File: src/rtl/rr_hold_arbiter.sv
// rtl/rr_hold_arbiter.sv - round-robin arbiter with bounded grant hold and turnaround cycle
module rr_hold_arbiter #(
    parameter int N        = 4,
    parameter int MAX_HOLD = 8
) (
    input  logic                 clk,
    input  logic                 reset,
    input  logic [N-1:0]         req,
    output logic [N-1:0]         gnt,
    output logic [$clog2(N)-1:0] gnt_id,
    output logic                 busy,
    output logic                 expired
);

    localparam int IW = $clog2(N);
    localparam int CW = $clog2(MAX_HOLD + 1);
    localparam logic [CW-1:0] HOLD_LIMIT = CW'(MAX_HOLD);
    localparam logic [IW-1:0] LAST_ID    = IW'(N - 1);
    localparam logic [IW:0]   N_WIDE     = (IW + 1)'(N);
    localparam logic [N-1:0]  ONE_HOT0   = N'(1);

    typedef enum logic {
        IDLE  = 1'b0,
        GRANT = 1'b1
    } state_t;

    state_t          state, state_nxt;
    logic [IW-1:0]   ptr, ptr_nxt;
    logic [IW-1:0]   owner, owner_nxt;
    logic [CW-1:0]   cnt, cnt_nxt;
    logic [N-1:0]    gnt_nxt;
    logic            expired_nxt;

    logic [2*N-1:0]  req_dbl;
    logic [N-1:0]    req_rot;
    logic [IW-1:0]   sel_off;
    logic [IW:0]     sel_sum;
    logic [IW-1:0]   sel_idx;
    logic [IW-1:0]   ptr_release;
    logic            owner_req;

    // Rotate req so bit 0 is the requester at ptr; lowest set bit is the winner.
    always_comb begin
        req_dbl = {req, req} >> ptr;
        req_rot = req_dbl[N-1:0];
        sel_off = '0;
        for (int k = N - 1; k >= 0; k--) begin
            if (req_rot[k]) begin
                sel_off = IW'(k);
            end
        end
        sel_sum = {1'b0, ptr} + {1'b0, sel_off};
        if (sel_sum >= N_WIDE) begin
            sel_idx = IW'(sel_sum - N_WIDE);
        end else begin
            sel_idx = sel_sum[IW-1:0];
        end
    end

    assign owner_req   = req[owner];
    assign ptr_release = (owner == LAST_ID) ? '0 : owner + 1'b1;

    always_comb begin
        state_nxt   = state;
        ptr_nxt     = ptr;
        owner_nxt   = owner;
        cnt_nxt     = cnt;
        gnt_nxt     = gnt;
        expired_nxt = 1'b0;
        case (state)
            IDLE: begin
                gnt_nxt = '0;
                if (|req) begin
                    state_nxt = GRANT;
                    owner_nxt = sel_idx;
                    gnt_nxt   = ONE_HOT0 << sel_idx;
                    cnt_nxt   = CW'(1);
                end
            end
            GRANT: begin
                // A dropped request wins over a simultaneous timeout, so no expiry pulse then.
                if (!owner_req) begin
                    state_nxt = IDLE;
                    gnt_nxt   = '0;
                    cnt_nxt   = '0;
                    ptr_nxt   = ptr_release;
                end else if (cnt == HOLD_LIMIT) begin
                    state_nxt   = IDLE;
                    gnt_nxt     = '0;
                    cnt_nxt     = '0;
                    ptr_nxt     = ptr_release;
                    expired_nxt = 1'b1;
                end else begin
                    cnt_nxt = cnt + 1'b1;
                end
            end
            default: begin
                state_nxt = IDLE;
                gnt_nxt   = '0;
                cnt_nxt   = '0;
            end
        endcase
    end

    always_ff @(posedge clk or negedge reset) begin
        if (!reset) begin
            state   <= IDLE;
            ptr     <= '0;
            owner   <= '0;
            cnt     <= '0;
            gnt     <= '0;
            expired <= 1'b0;
        end else begin
            state   <= state_nxt;
            ptr     <= ptr_nxt;
            owner   <= owner_nxt;
            cnt     <= cnt_nxt;
            gnt     <= gnt_nxt;
            expired <= expired_nxt;
        end
    end

    assign busy   = |gnt;
    assign gnt_id = owner;

endmodule

File: config.mk
export PLATFORM = sky130hd
export DESIGN_NAME = rr_hold_arbiter
export DESIGN_NICKNAME = d
export VERILOG_FILES = /design/src/rtl/rr_hold_arbiter.sv
export SDC_FILE = /design/constraint.sdc
export NUM_CORES = 1
export LEC_CHECK = 0
export ABC_CLOCK_PERIOD_IN_PS = 3690
export BUFFER_PORTS_ARGS = -buffer_cell sky130_fd_sc_hd__buf_2
export CORE_MARGIN = 2
export CORE_UTILIZATION = 58
export DETAILED_ROUTE_END_ITERATION = 6
export GPL_ROUTABILITY_DRIVEN = 0
export GPL_TIMING_DRIVEN = 0
export PLACE_DENSITY = 0.86
export RECOVER_POWER = 100
export SYNTH_ARGS = -nofsm -noshare
export SYNTH_HDL_FRONTEND = slang
export SYNTH_SLANG_ARGS = --single-unit
File: constraint.sdc
create_clock -name clk -period 3.69 [get_ports clk]
set_input_delay 0.5535 -clock clk [delete_from_list [all_inputs] [get_ports clk]]
set_output_delay 0.5535 -clock clk [all_outputs]
set_load 0.01 [all_outputs]
==> run metrics <==
Yosys warning count 0; Max FO, Critical Path 10; Congestion Overflow GR 0; IR drop worst, VDD 0.4567 mV; die span in x 42.81 um; reg-to-reg critical path startpoint ptr[1]$_DFFE_PN0P_; CP arrival 2.54 ns; clock group share of total power 14.6%; switching pwr 0.0003067 W; dpl hpwl 1236 um; Final ANT Viol Nets 0; Reg power frac 34.6%; CTS buffer count 3; # clock sinks 14; post-synth top area cell dfrtp_1; DR pass1 iterations 4; Antenna diodes 0; share of cells above drive strength 1 19.59%; prevailing post-synth register cell dfrtp_1; Vias 690; Final Hold Slack 0.3005 ns; Cell Pwr Density 784.0 nW/um^2; syn_nets 91; row cnt 14; post-layout util 66.01%; Root Buffer clkbuf_4; vias in the first global route 688; CP startpoint kind flop; Reg2Reg Setup Slack 1.36 ns; status complete, no violations; initial antenna violation count 0; wire per inst 14.55 um; Sw Ratio 40.77%; port bufs 12; crit-path cells clkbuf_1 > nand2_1 > a2bb2oi_1 > o211ai_1 > o31a_2 > ha_1 > xnor2_1 > xnor2_1 > a32o_1; most frequent cell on the critical path xnor2_1; Synth async-reset ratio 100.0%; Worst Reg2Reg Path Length in Cells 9; FMAX 0.4293 GHz; setup TNS 0 ns; CTS clk-pin slew, worst paths 0.09 ns; cts repair resizes 0; postcts setup bufs 0; first-pass GRT wire length 3084 um; TritonCTS clock tree yes; most frequent cells in the layout dfrtp_1, clkbuf_1, nand2_1, nor2_1, o21ai_0; Critical Path RT 3.90 ns; multi-input logic area 464.2 sq um; Initial Util 60.07%; die area 1832 sq um; Final Routed Wirelength 1644 um; nets 108; Critical R2R Capture gnt[3]$_DFFE_PN0P_; Bufs and invs on worst path 1; Max Slew Vio Count 0; worst rel slew slack 51.11%; Synth top area share 40.11%; crit end category flop; Core ar. 1454 sq um; Synth Area per Inst 10.78 sq um; Setup CP Type flop to flop; worst-skew pair later-pin latency 0.28 ns; library cells used by synthesis 39; final setup fails 0; fill cell total of the finished layout 133; Crit path largest cell delay 0.42 ns; drt initial violations 32; pin count of the biggest net entering global routing 15; min Tclk post-route 2.330 ns; clock tree buffer depth 2; Largest delay share family, worst path compound AO/OA/AOI/OAI gates; Tot GR Track Use 22.45%; Internal Power 0.0004456 W; CTS Hold Buffers Added 0; Seq. cell area 350.3 sq um; Mapped Cells 81; Area growth syn-to-layout 9.885%; final hold violation count 0; Slowest-stage cell, CP xnor2_1; RSZ-0062 raised after global routing no; Combinational Power Share 50.8%; Worst Hold Class input port to asynchronous set/reset pin; sequential share of the synthesized area 40.11%; Post-Syn Area 873.3 sq um; leak pwr 0.4211 nW; ranking of synthesized cells by area dfrtp_1, ha_1, nand2_1; Die H 42.81 um; power consumption 0.0007524 W; num ports 14; vias per cell 6.106; drt drc 0; most common cell after layout, fill and taps aside dfrtp_1; Max-Cap Viols 0; H-tree depth 1; period utilisation layout 63.13%; number of synthesized flops with an enable pin 0; Slew @ Worst Pin 0.7334 ns; clk_skew 0.006740 ns; Seq cells post-synth 14
==> metrics by stage <==
stage / std cells / worst slack [ns] / area, sq um
4_1_cts: 113 / 1.559 / 989.7
6_report: 113 / 1.360 / 959.7
3_3_place_gp: 109 / 1.380 / 953.4
2_1_floorplan: 81 / 1.641 / 873.3
5_1_grt: 113 / 1.055 / 959.7
3_5_place_dp: 109 / 1.342 / 953.4
==> power by group through the flow <==
stage / sequential (W) / clock, W / combinational [W]
6_report: 0.000260 / 0.000110 / 0.000383
5_1_grt: 0.000269 / 0.000122 / 0.000435
4_1_cts: 0.000261 / 0.000112 / 0.000428
3_5_place_dp: 0.000263 / 0 / 0.000422
3_3_place_gp: 0.000260 / 0 / 0.000404
2_1_floorplan: 0.000261 / 0 / 0.000320
==> routing by layer <==
layer | GRT usage (%) | vias to the layer above | part of all wire (%)
met2 | 36.67 | 19 | 51
met3 | 4.681 | 6 | 4.0
li1 | - | 326 | -
met5 | 0 | - | 0
met4 | 9.375 | 0 | 1.3
met1 | 28.65 | 339 | 43
==> flip-flops by register name, indices dropped and copies added (netlist names) <==
name / flops
cnt: 4
gnt: 4
gnt_id: 2
ptr: 2
expired: 1
state: 1
==> synth_stat cells, types with 2 or more instances <==
| cell | number |
|---|---|
| nand2_1 | 8 |
| a211oi_1 | 2 |
| xor2_1 | 2 |
| o21ai_0 | 5 |
| mux2_2 | 2 |
| ha_1 | 4 |
| inv_1 | 3 |
| nand3b_1 | 3 |
| dfrtp_1 | 14 |
| nor2_1 | 8 |
| nor3b_1 | 2 |
==> how the worst max path moves through the flow <==
stage | start | to | slack (ns) | cells past startpoint
after floorplan | req[3] | gnt_id[1]$_DFFE_PN0P_ | 1.64 | 8
after global placement | req[0] | gnt_id[1]$_DFFE_PN0P_ | 1.38 | 9
after detailed placement | req[0] | gnt_id[1]$_DFFE_PN0P_ | 1.34 | 9
after CTS | ptr[1]$_DFFE_PN0P_ | gnt_id[1]$_DFFE_PN0P_ | 1.56 | 8
after global routing | ptr[1]$_DFFE_PN0P_ | gnt[1]$_DFFE_PN0P_ | 1.06 | 9
final | ptr[1]$_DFFE_PN0P_ | gnt[3]$_DFFE_PN0P_ | 1.36 | 9
==> final cells by class <==
cell class                 instances  share of cell area, %
sequential                        14                  36.51
timing repair buffer              12                  5.085
inverter                           3                  1.173
buffer                             3                  2.999
tap                               16                  2.086
clock buffer                       4                  3.781
multi-input combinational         61                  48.37
==> cells by family after synthesis <==
group	count (synthesis)	synth area share [%]
AOI/OAI and AO/OA	17	16.19
xor gates and xnor gates	4	4.872
adders and majority gates	4	5.731
buffers and inverters	6	5.014
DFF	14	40.12
muxes	4	6.876
and+or+nand+nor	32	21.20
Note: power is estimated with default switching activity, not from simulation.
